**config.mk**
```make
export PLATFORM = sky130hd
export DESIGN_NAME = shift_seq_ctrl
export DESIGN_NICKNAME = d
export VERILOG_FILES = /design/src/rtl/shift_seq_ctrl.sv
export SDC_FILE = /design/constraint.sdc
export NUM_CORES = 1
export LEC_CHECK = 0
export BUFFER_PORTS_ARGS = -buffer_cell sky130_fd_sc_hd__clkbuf_2
export CORE_MARGIN = 2
export CORE_UTILIZATION = 55
export DETAILED_ROUTE_END_ITERATION = 10
export PLACE_DENSITY = 0.89
export RECOVER_POWER = 50
export SYNTH_ARGS = -nofsm -noshare
export SYNTH_HDL_FRONTEND = slang
export SYNTH_SLANG_ARGS = --single-unit
```
**constraint.sdc**
```tcl
create_clock -name clk -period 3.4 [get_ports clk]
set_clock_uncertainty 0.2 [all_clocks]
set_input_delay 0 -clock clk [delete_from_list [all_inputs] [get_ports clk]]
set_output_delay 0 -clock clk [all_outputs]
set_load 0.005 [all_outputs]
```
**src/rtl/shift_seq_ctrl.sv**
```systemverilog
// rtl/shift_seq_ctrl.sv - parallel-to-serial shift sequencer with serial capture and latch pulse
module shift_seq_ctrl #(
    parameter int WIDTH = 16,
    parameter int DIV   = 4,
    parameter int LW    = 5
) (
    input  logic             clk,
    input  logic             rst,
    input  logic [WIDTH-1:0] load_data,
    input  logic             load_valid,
    output logic             load_ready,
    input  logic [LW-1:0]    len,
    input  logic             abort,
    input  logic             sin,
    output logic             sout,
    output logic             shift_en,
    output logic             latch,
    output logic [WIDTH-1:0] rx_data,
    output logic             rx_valid,
    output logic             busy
);

    localparam int DW = (DIV > 1) ? $clog2(DIV) : 1;

    typedef enum logic [1:0] {IDLE, SHIFT, LATCH} state_t;

    state_t           state, state_nx;
    logic [WIDTH-1:0] tx_sr;
    logic [WIDTH-1:0] rx_sr;
    logic [LW-1:0]    len_q;
    logic [LW-1:0]    bit_cnt;
    logic [DW-1:0]    div_cnt;
    logic [LW-1:0]    len_eff;
    logic             strobe;
    logic             last_bit;
    logic             accept;

    // Out-of-range lengths (0 or beyond WIDTH) fall back to a full-word shift.
    assign len_eff  = ((len == '0) || (len > LW'(WIDTH))) ? LW'(WIDTH) : len;
    assign strobe   = (state == SHIFT) && (div_cnt == DW'(DIV - 1));
    assign last_bit = (bit_cnt == (len_q - LW'(1)));
    assign accept   = (state == IDLE) && load_valid && !abort;

    always_ff @(posedge clk or posedge rst) begin
        if (rst) begin
            state <= IDLE;
        end else begin
            state <= state_nx;
        end
    end

    always_comb begin
        state_nx   = state;
        shift_en   = 1'b0;
        latch      = 1'b0;
        busy       = 1'b1;
        load_ready = 1'b0;
        case (state)
            IDLE: begin
                busy       = 1'b0;
                load_ready = 1'b1;
                if (accept) state_nx = SHIFT;
            end
            SHIFT: begin
                shift_en = strobe;
                if (abort) begin
                    state_nx = IDLE;
                end else if (strobe && last_bit) begin
                    state_nx = LATCH;
                end
            end
            LATCH: begin
                latch    = 1'b1;
                state_nx = IDLE;
            end
            default: state_nx = IDLE;
        endcase
    end

    always_ff @(posedge clk or posedge rst) begin
        if (rst) begin
            tx_sr    <= '0;
            rx_sr    <= '0;
            len_q    <= '0;
            bit_cnt  <= '0;
            div_cnt  <= '0;
            sout     <= 1'b0;
            rx_data  <= '0;
            rx_valid <= 1'b0;
        end else begin
            rx_valid <= 1'b0;
            case (state)
                IDLE: begin
                    if (accept) begin
                        tx_sr   <= load_data;
                        len_q   <= len_eff;
                        div_cnt <= '0;
                        bit_cnt <= '0;
                        rx_sr   <= '0;
                        sout    <= load_data[WIDTH-1];
                    end
                end
                SHIFT: begin
                    if (abort) begin
                        sout    <= 1'b0;
                        div_cnt <= '0;
                        bit_cnt <= '0;
                    end else begin
                        div_cnt <= strobe ? '0 : div_cnt + DW'(1);
                        // sout only moves on the strobe edge, so it is held for DIV cycles per bit.
                        if (strobe) begin
                            rx_sr <= {rx_sr[WIDTH-2:0], sin};
                            if (!last_bit) begin
                                tx_sr   <= tx_sr << 1;
                                sout    <= tx_sr[WIDTH-2];
                                bit_cnt <= bit_cnt + LW'(1);
                            end
                        end
                    end
                end
                LATCH: begin
                    sout    <= 1'b0;
                    div_cnt <= '0;
                    bit_cnt <= '0;
                    if (!abort) begin
                        rx_data  <= rx_sr;
                        rx_valid <= 1'b1;
                    end
                end
                default: ;
            endcase
        end
    end

endmodule
```
* Word level (Yosys, flattened, before mapping)
Index checks and enable logic that the tools add are counted.
** Operators by class
- Add/sub/neg operators :: 3
- Order comparisons :: 1
- Equal/unequal tests :: 11
- Multiplexer cells :: 34
- Bitwise gates (word level) :: 1
- Reductions and logical operators :: 17
** Operators with widths (number)
- two-way mux 15 bit :: 4
- two-way mux 16 bit :: 3
- one-hot mux 16 bit (2 select lines) :: 1
- one-hot mux 15 bit (2 select lines) :: 1
- two-way mux 5 bit :: 5
- one-hot mux 5 bit (3 select lines) :: 1
- two-way mux 2 bit :: 6
- two-way mux 1 bit :: 10
- inequality test 2 bit, second input constant :: 4
- AND reduction 2 bit :: 4
- AND reduction 4 bit :: 2
- inequality test 3 bit, second input constant :: 2
- one-hot mux 2 bit (3 select lines) :: 1
- adder 5 x 1 -> 5 bit, second input constant :: 1
- == test 5 bit :: 1
- > comparator 5 bit, second input constant :: 1
- logical NOT 5 bit :: 1
- AND reduction 5 bit :: 1
- subtractor 5 x 1 -> 5 bit, second input constant :: 1
- == test 2 bit, second input constant :: 2
- logical AND 1 bit :: 4
- one-hot mux 2 bit (2 select lines) :: 1
- inequality test 3 x 2 -> 1 bit, second input constant :: 1
- one-hot mux 1 bit (3 select lines) :: 1
- other kinds (8) :: 8
** Storage, ports and cells
- Register bits after elaboration :: 63
- Bits of input ports :: 26

* Logic depth before layout (Yosys ltp)
Gate-level depths: netlist of run 1.
- Depth after elaboration :: 6
- Depth in mapped cells :: 9
- Gate-level depth less buffers :: 7

* Worst setup path after synthesis of run 1
No wires, ideal clock.
- Path kind :: register to register
- Start point :: register len_q[0]
- End point :: register tx_sr[10]
- Setup time :: 0.123 ns
- Arrival :: 2.117 ns
- Required time :: 3.077 ns
- Path slack :: 0.960 ns
- Cell stages (with the launch flop) :: 10
- Path buffers :: 2
- Clock period less this slack :: 2.440 ns
- Path through :: dfrtp_1 > inv_1 > ha_1 > nand2b_1 > a21boi_1 > o311a_1 > or4_1 > buf_2 > buf_6 > o221a_1
** Between the ends
- Word-level cells in the longest chain between the ends :: 4
** Ends and longest elaborated chain
- from (decl) :: line 30 : logic [LW-1:0] len_q;
- from (signal assigned) :: line 96 : len_q <= len_eff;
- subtractor 5 x 1 -> 5 bit :: line 41 : assign last_bit = (bit_cnt == (len_q - LW'(1)));
- == test 5 bit :: line 41
- inequality test 2 bit (no line)
- AND reduction 5 bit (no line)
- to (signal assigned) :: line 95 : tx_sr <= load_data;
- to (signal assigned) :: line 114 : tx_sr <= tx_sr << 1;
- to (decl) :: line 28 : logic [WIDTH-1:0] tx_sr;
Every way passes these cells.
A chain may end at the register's enable or synchronous reset.

* Worst setup path after layout of run 1
- Start point :: register len_q[0]
- End point :: register tx_sr[9]
The elaborated chain is that of the path after synthesis.

==> results of run 1 <==
per-stage QoR:
step	util	area [um^2]	power, mW	cells
2_1_floorplan	-	2910	1.41	272
3_3_place_gp	0.628	3210	1.54	380
6_report	0.725	3700	2.37	424
4_1_cts	0.728	3720	2.35	424
3_5_place_dp	0.628	3210	1.57	380
5_1_grt	0.725	3700	2.49	424
routing by layer:
layer	GRT usage	routed length [um]
met1	0.317	2870
met2	0.423	3600
met3	0.0906	343
met4	0.116	236
met5	0	0
report_power, final:
| group | internal [mW] | switching, mW |
|---|---|---|
| sequential | 0.891 | 0.115 |
| clock | 0.436 | 0.311 |
| combinational | 0.265 | 0.352 |
| total | 1.59 | 0.778 |
worst min-delay path by stage:
stage,end,slack (ps),cells after the start
2_1_floorplan,rx_sr[0],-60,2
3_3_place_gp,tx_sr[1],40,2
3_5_place_dp,tx_sr[1],50,2
4_1_cts,tx_sr[0],20,4
5_1_grt,tx_sr[0],60,4
6_report,tx_sr[0],50,4
cell usage in the layout (no fill, tap or decap), types with 2 or more instances in the layout:
master,synthesis,final
nand3_1,23,23
a21oi_1,4,4
dfrtp_1,63,63
nand4_1,2,2
o211ai_1,3,3
xor2_1,3,3
nor3_1,4,4
nor2_1,6,6
inv_1,12,12
clkbuf_1,10,10
mux2_2,18,18
bufinv_16,0,2
clkbuf_8,0,10
dlygate4sd3_1,0,28
clkbuf_2,0,38
nor2b_1,2,2
clkinvlp_4,0,2
or3_1,15,15
xnor2_1,3,3
nand2b_1,7,7
ha_1,8,8
nand2_1,45,45
buf_4,0,4
or4_1,5,5
o221a_1,14,14
o21ai_0,8,8
worst max-delay path, cell delays in order, from the launching register on:
cell	delay, ps
dfrtp_1	420
inv_1	80
ha_1	250
nand2b_1	160
a21boi_1	90
o311a_1	500
a21oi_1	850
o221a_1	340
state kept, by name, summed over array words and instances (netlist names):
signal    flops
bit_cnt       5
div_cnt       2
len_q         5
rx_data      16
rx_sr        16
rx_valid      1
sout          1
state         2
tx_sr        15
kinds of logic (layout without fill, tap and decap cells):
kind of cell               after synthesis  count (layout)
xor gates and xnor gates                 6               6
muxes                                   18              18
and+or+nand+nor                        112             112
buffers and inverters                   26             108
adders and majority gates                8               8
DFF                                     63              63
AOI/OAI and AO/OA                       39              39
layout make-up:
class,count,share of cell area
flip-flops and latches,63,0.426
multi-input cells,183,0.331
repair buffers,80,0.145
clock buffers,10,0.0371
clock inverters,6,0.0250
well taps,70,0.0236
inverters,12,0.0122
what timing repair did:
| action | in CTS | in global routing |
|---|---|---|
| endpoints found under the hold margin | 72 | 0 |
| endpoints found under the setup margin | 0 | 0 |
| hold buffers | 28 | 0 |
| setup buffers | 0 | 0 |
==> flow_summary.json, run 1 <==
{
  "outcome": "complete, but fails checks",
  "violations": "capacitance limit, slew limit",
  "dieArea_um2": 5890,
  "syn_inst": 272,
  "fraction_of_final_layout_cells_with_drive_strength_greater_than_1": 0.215,
  "io-pin-count": 48,
  "fp.dieH_um": 76.8,
  "min_period_ps": 2960,
  "setup_tns_ps": 0,
  "power_density_nw_per_um2": 640,
  "n_diodes": 0,
  "ys_types": 36,
  "die_width_um": 76.8,
  "gpl.final_weighted_congestion": 0.849,
  "hpwl_reported_at_the_end_of_detailed_placement_um": 4160,
  "clkTransAtPathRegs_ps": 70,
  "timing_worst_slew_pin_value_ps": 1700,
  "cp.required_ps": 3480,
  "clock_sink_count": 63,
  "netlist_top_cells_area": "dfrtp_1 54%, mux2_2 7.0%, nand2_1 5.8%",
  "buffer_cell_driving_the_clock_tree_root": "clkbuf_8",
  "layout.area.seq_um2": 1580,
  "relSlewSlack": -0.134,
  "critical_path_arrival_ps": 3030,
  "h-tree-depth": 3,
  "count_of_vias_placed_by_the_detailed_router": 2413,
  "post_synthesis_instance_area_um2": 2910,
  "synth_top_area_frac": 0.541,
  "maxClockFrequency_mhz": 338,
  "synth_area_leader_cell": "dfrtp_1",
  "final_antenna_net_count": 0,
  "placement.setup.worst_slack_ps": 522,
  "vdd_drop_max_v": 0.000311,
  "layout-area-overhead-vs-synth_pct": 27.2,
  "leakage_nw": 1.76,
  "setup_viol_count_final": 0,
  "grt_use_total": 0.262,
  "ff2ff_setup_slack_ps": 440,
  "numPortBuffers": 47,
  "hold_class": "input port to flip-flop",
  "critical_r2r_capture": "tx_sr[9]",
  "detail_route.wirelength_um": 7050,
  "worstPathMaxFanout": 14,
  "cts_tree": "yes",
  "fillerInstances": 355,
  "number_of_nets_in_the_synthesized_netlist": 306,
  "muxShareOfSynthArea": 0.0696,
  "clock_path_buffers": 2,
  "post_cts.resized_instances": 0,
  "firstDrtPassIters": 4,
  "post_synth_xor_xnor_area": 0.0180,
  "synth_adder_area_share": 0.0344,
  "fp.coreArea_um2": 5110,
  "finalHoldViolCount": 0,
  "main_combinational_cell_family_by_area_after_synthesis": "simple AND/OR/NAND/NOR gates",
  "timing.final.crit_share": 0.869,
  "synth-seq-cells": 63,
  "timing.rr.start": "len_q[0]",
  "setup.worst_path.end_class": "flip-flop",
  "global_route_wire_length_before_repair_um": 11800,
  "multi_input_comb_area_um2": 1230,
  "crit_start": "len_q[0]",
  "yosys_most_used_dff": "dfrtp_1",
  "synth_most_common_cell": "dfrtp_1",
  "cts_inserted_buffers": 9,
  "rows": 26,
  "setup_crit_path_kind": "flip-flop to flip-flop",
  "area_fraction_in_compound_gates_after_synthesis": 0.110,
  "ys.warnings.count": 0,
  "cap_violations": 1,
  "gr-total-overflow": 0,
  "slew_violations": 48,
  "hold_ws_ps": 51.7,
  "grt_start_max_net_pins": 48,
  "synth-edff-count": 0,
  "number_of_antenna_violations_at_the_first_check_in_global_routing": 0,
  "starting_density_of_the_core": 0.570,
  "critical_path.startpoint_type": "flip-flop",
  "share_of_async_settable_or_async_resettable_flops_after_synthesis": 1.00,
  "endpoint": "tx_sr[9]",
  "dr.first_iter.drc_count": 242,
  "grt_pass1_vias": 2448,
  "drcViolationCount": 0,
  "num-nets-final": 383,
  "clkLatencyLatePin_ps": 350,
  "min_from": "load_valid",
  "vias_per_cell": 5.69,
  "postSynthAreaPerCell_um2": 10.7,
  "worstRegToRegCells": 7,
  "synth_common_cells": "63 x dfrtp_1, 45 x nand2_1, 23 x nand3_1",
  "setup_slack_ps": 444,
  "synth_simple_gate_area_share": 0.190,
  "synth.yosys.seq_area_share": 0.541,
  "wire_per_inst_um": 16.6,
  "grt_setup_unrepaired": "no"
}
Power figures use the tool's default switching activity.
==> inputs of run 2 (changes only) <==
Settings changed: CORE_UTILIZATION 55 to 56, PLACE_DENSITY 0.89 to 0.9.
==> flow_summary.json, run 2 (synthesized netlist as in run 1, its figures left out) <==
{
  "layout-area-overhead-vs-synth_pct": 26.7,
  "outcome": "complete, but fails checks",
  "dieArea_um2": 5790,
  "dr.first_iter.drc_count": 282,
  "setup.worst_path.end_class": "flip-flop",
  "vdd_drop_max_v": 0.000373,
  "hold_ws_ps": 30.3,
  "clock_path_buffers": 2,
  "timing.critical_path.slowest_stage_cell": "a21oi_1",
  "io-pin-count": 48,
  "grt_use_total": 0.257,
  "min_delay_path_depth": 4,
  "critical_r2r_capture": "tx_sr[6]",
  "violations": "capacitance limit, slew limit",
  "min_from": "load_valid",
  "drcViolationCount": 0,
  "cp.required_ps": 3470,
  "buffers_and_inverters_on_the_worst_path": 2,
  "timing.hold.worst_endpoint": "tx_sr[0]",
  "timing_worst_slew_pin_value_ps": 1680,
  "final_antenna_net_count": 0,
  "timing.rr.start": "state[0]",
  "num-nets-final": 384,
  "firstDrtPassIters": 4,
  "finalCoreUtilization": 0.727,
  "gpl.final_weighted_congestion": 0.906,
  "fraction_of_final_layout_cells_with_drive_strength_greater_than_1": 0.214,
  "number_of_antenna_violations_at_the_first_check_in_global_routing": 0,
  "cp_cell_sequence": "ha_1 -> buf_4 -> inv_1 -> a21oi_1 -> or3_1 -> a21oi_1 -> o221a_1",
  "clkTransAtPathRegs_ps": 70,
  "maxClockFrequency_mhz": 336,
  "worstRegToRegCells": 7,
  "buffer_cell_driving_the_clock_tree_root": "clkbuf_8",
  "hpwl_reported_at_the_end_of_detailed_placement_um": 4230,
  "count_of_vias_placed_by_the_detailed_router": 2388,
  "critical_path.most_common_cell": "a21oi_1",
  "fp.coreArea_um2": 5070,
  "cts_post_setup_buffers_inserted": 0,
  "gr-total-overflow": 0,
  "layout.cell_area.non_filler_um2": 3690,
  "power_density_nw_per_um2": 622,
  "fp.dieH_um": 76.1,
  "numPortBuffers": 47,
  "wire_per_inst_um": 15.9,
  "setup_tns_ps": 0,
  "vias_per_cell": 5.62,
  "cap_violations": 1,
  "finalHoldViolCount": 0,
  "rows": 26,
  "worstPathMaxFanout": 32,
  "starting_density_of_the_core": 0.574,
  "timing.final.crit_share": 0.876,
  "clock_sink_count": 63,
  "worstSetupPathDepth": 7,
  "die_width_um": 76.1,
  "h-tree-depth": 3,
  "critical_path.startpoint_type": "flip-flop",
  "hold_class": "input port to flip-flop",
  "cts_tree": "yes",
  "layout_commonest_cell": "dfrtp_1",
  "grt_start_max_net_pins": 47,
  "post_dp_cell_area_um2": 3220,
  "setup_viol_count_final": 0,
  "cts_inserted_buffers": 9,
  "min_period_ps": 2980,
  "leakage_nw": 1.76,
  "relSlewSlack": -0.120,
  "total_power_mw": 2.29,
  "n_diodes": 0,
  "grt_setup_unrepaired": "no",
  "cp_slowest_stage_delay_ps": 850,
  "critical_path_arrival_ps": 3050,
  "detail_route.wirelength_um": 6770,
  "layout.cells.most_common_list": "63 x dfrtp_1, 45 x nand2_1, 39 x clkbuf_2, 28 x dlygate4sd3_1, 23 x nand3_1",
  "reg_top3": "rx_data (16), rx_sr (16), tx_sr (15)",
  "global_route_wire_length_before_repair_um": 11700,
  "grt_pass1_vias": 2458,
  "clkLatencyLatePin_ps": 350,
  "ff2ff_setup_slack_ps": 420,
  "path_delay_family": "compound AO/OA/AOI/OAI gates",
  "slew_violations": 47,
  "setup_crit_path_kind": "flip-flop to flip-flop"
}
[run 2: cell type report]
cell class              count  area (um^2)
well taps                  70         87.6
repair buffers             81          543
multi-input cells         183         1230
fillers                   352         1390
clock buffers              12          155
clock inverters             4         53.8
inverters                  12         45.0
flip-flops and latches     63         1580
[run 2: what timing repair did]
action | CTS | global route
endpoints found under the hold margin | 70 | 0
gates resized for setup | 0 | 0
hold buffers | 28 | 0
[run 2: stage by stage]
stage	setup WS (ps)	instances
6_report	422	425
5_1_grt	254	425
4_1_cts	525	425
3_5_place_dp	577	381
3_3_place_gp	709	381
2_1_floorplan	960	272
[run 2: how the worst max path moves through the flow]
stage,slack [ps],end,startpoint
after global placement,710,tx_sr[2],len_q[0]
after global routing,250,tx_sr[6],state[1]
after floorplan,960,tx_sr[10],len_q[0]
final,420,tx_sr[6],state[0]
after detailed placement,580,tx_sr[4],state[0]
after CTS,520,tx_sr[6],state[0]
[run 2: metal layers]
| layer | up-vias | part of all wire | GRT usage |
|---|---|---|---|
| met5 | - | 0 | 0 |
| met4 | 0 | 0.030 | 0.109 |
| met3 | 18 | 0.046 | 0.0604 |
| met2 | 74 | 0.50 | 0.443 |
| met1 | 1176 | 0.42 | 0.312 |
| li1 | 1120 | - | - |
[run 2: power breakdown]
part | switching, mW | internal, mW
Sequential | 0.117 | 0.891
Combinational | 0.343 | 0.266
Clock | 0.297 | 0.380
Total | 0.758 | 1.54
[run 2: worst register-to-register path, stage by stage, from the launching register on]
cell     delay (ps)
dfrtp_1         440
ha_1            230
buf_4           220
inv_1           140
a21oi_1          90
or3_1           370
a21oi_1         850
o221a_1         370
==> inputs of run 3 (changes only) <==
Settings changed: CORE_UTILIZATION 56 to 50, PLACE_DENSITY 0.9 to 0.83, REMOVE_ABC_BUFFERS set to 1.
==> flow_summary.json, run 3 (synthesized netlist as in run 1, its figures left out) <==
{
  "finalCoreUtilization": 0.656,
  "fp.dieH_um": 80.3,
  "leakage_nw": 1.72,
  "critical_path_arrival_ps": 2920,
  "setup_crit_path_kind": "flip-flop to flip-flop",
  "fraction_of_final_layout_cells_with_drive_strength_greater_than_1": 0.193,
  "firstDrtPassIters": 4,
  "layout.cell_area.non_filler_um2": 3650,
  "worstPathMaxFanout": 14,
  "wire_per_inst_um": 14.8,
  "vias_per_cell": 5.46,
  "number_of_antenna_violations_at_the_first_check_in_global_routing": 0,
  "clock_path_buffers": 2,
  "dieArea_um2": 6450,
  "relSlewSlack": -0.241,
  "n_diodes": 0,
  "min_period_ps": 2850,
  "grt_use_total": 0.208,
  "setup_viol_count_final": 0,
  "post_cts.resized_instances": 0,
  "maxClockFrequency_mhz": 351,
  "cts_inserted_buffers": 9,
  "post_dp_cell_area_um2": 3210,
  "layout-area-overhead-vs-synth_pct": 25.5,
  "die_width_um": 80.3,
  "timing_worst_slew_pin_value_ps": 1860,
  "numPortBuffers": 47,
  "gpl.final_weighted_congestion": 0.905,
  "grt_start_max_net_pins": 51,
  "drcViolationCount": 0,
  "starting_density_of_the_core": 0.522,
  "slew_violations": 51,
  "fillerInstances": 451,
  "hold_class": "input port to flip-flop",
  "cap_violations": 1,
  "h-tree-depth": 3,
  "global_route_wire_length_before_repair_um": 10400,
  "gr-total-overflow": 0,
  "critical_path.startpoint_type": "flip-flop",
  "detail_route.wirelength_um": 6260,
  "clkTransAtPathRegs_ps": 70,
  "clkLatencyLatePin_ps": 330,
  "count_of_vias_placed_by_the_detailed_router": 2316,
  "cts_hold_buf": 28,
  "cts_post_setup_buffers_inserted": 0,
  "cp.required_ps": 3470,
  "reg_top3": "rx_data (16), rx_sr (16), tx_sr (15)",
  "setup_tns_ps": 0,
  "layout.cells.most_common_list": "63 x dfrtp_1, 45 x nand2_1, 34 x clkbuf_2, 28 x dlygate4sd3_1, 23 x nand3_1",
  "num-nets-final": 383,
  "violations": "capacitance limit, slew limit",
  "dr.first_iter.drc_count": 157,
  "rows": 27,
  "setup.worst_path.end_class": "flip-flop",
  "hold_ws_ps": 51.5,
  "power_density_nw_per_um2": 608,
  "grt_setup_unrepaired": "no",
  "buffer_cell_driving_the_clock_tree_root": "clkbuf_8",
  "grt_pass1_vias": 2208,
  "hpwl_reported_at_the_end_of_detailed_placement_um": 3990,
  "fp.coreArea_um2": 5570,
  "cts_tree": "yes",
  "layout_commonest_cell": "dfrtp_1",
  "io-pin-count": 48,
  "final_antenna_net_count": 0,
  "timing.final.crit_share": 0.839,
  "clock_sink_count": 63,
  "finalHoldViolCount": 0,
  "outcome": "complete, but fails checks",
  "vdd_drop_max_v": 0.000307
}
==> run 3: cell types whose count changed in the layout (fill, tap and decap cells not counted) <==
cell      change
buf_4         -1
clkbuf_2      -5
and2_0        +1
clkbuf_1      +7
and2_1        -1
buf_1         -2
clkinv_4      -1
clkbuf_8      -1
==> run 3: path summary, 6_finish.rpt <==
path / start / to / slack (ps) / cells past startpoint
worst max-delay path: len_q[0] / tx_sr[8] / 550 / 7
worst min-delay path: load_valid / tx_sr[0] / 50 / 4
worst min register to register: rx_sr[15] / rx_sr[15] / 270 / 2
min in group asynchronous: rst / tx_sr[5] / 600 / 3
worst max register to register: len_q[0] / tx_sr[8] / 550 / 7
max in group asynchronous: rst / rx_sr[11] / 980 / 4
==> run 3: power by group <==
group,leakage [nW],internal (mW),switching [mW]
combinational,0.816,0.263,0.335
sequential,0.819,0.892,0.109
clock,0.0875,0.350,0.273
total,1.72,1.51,0.717
==> run 3: critical path: stages, from the launching register on <==
cell,delay (ps)
dfrtp_1,410
inv_1,70
ha_1,210
nand2b_1,120
a21boi_1,70
o311a_1,490
a21oi_1,890
o221a_1,330
==> run 3: metal layers <==
| metal | GRT usage | part of all wire |
|---|---|---|
| met5 | 0 | 0 |
| met4 | 0.0763 | 0.013 |
| met3 | 0.0517 | 0.062 |
| met2 | 0.312 | 0.47 |
| met1 | 0.294 | 0.45 |
==> run 3: cell type report <==
type	instances	area [um^2]	area share
multi-input cells	183	1230	0.336
inverters	12	45.0	0.0123
clock inverters	3	45.0	0.0123
well taps	72	90.1	0.0246
repair buffers	80	529	0.145
flip-flops and latches	63	1580	0.431
clock buffers	11	141	0.0387
==> run 3: per-stage QoR <==
| stage | setup slack, ps | instances | power [mW] |
|---|---|---|---|
| after floorplan | 345 | 258 | 1.39 |
| after CTS | 549 | 424 | 2.23 |
| final | 549 | 424 | 2.22 |
| after global routing | 353 | 424 | 2.36 |
| after detailed placement | 561 | 382 | 1.57 |
| after global placement | 666 | 382 | 1.55 |
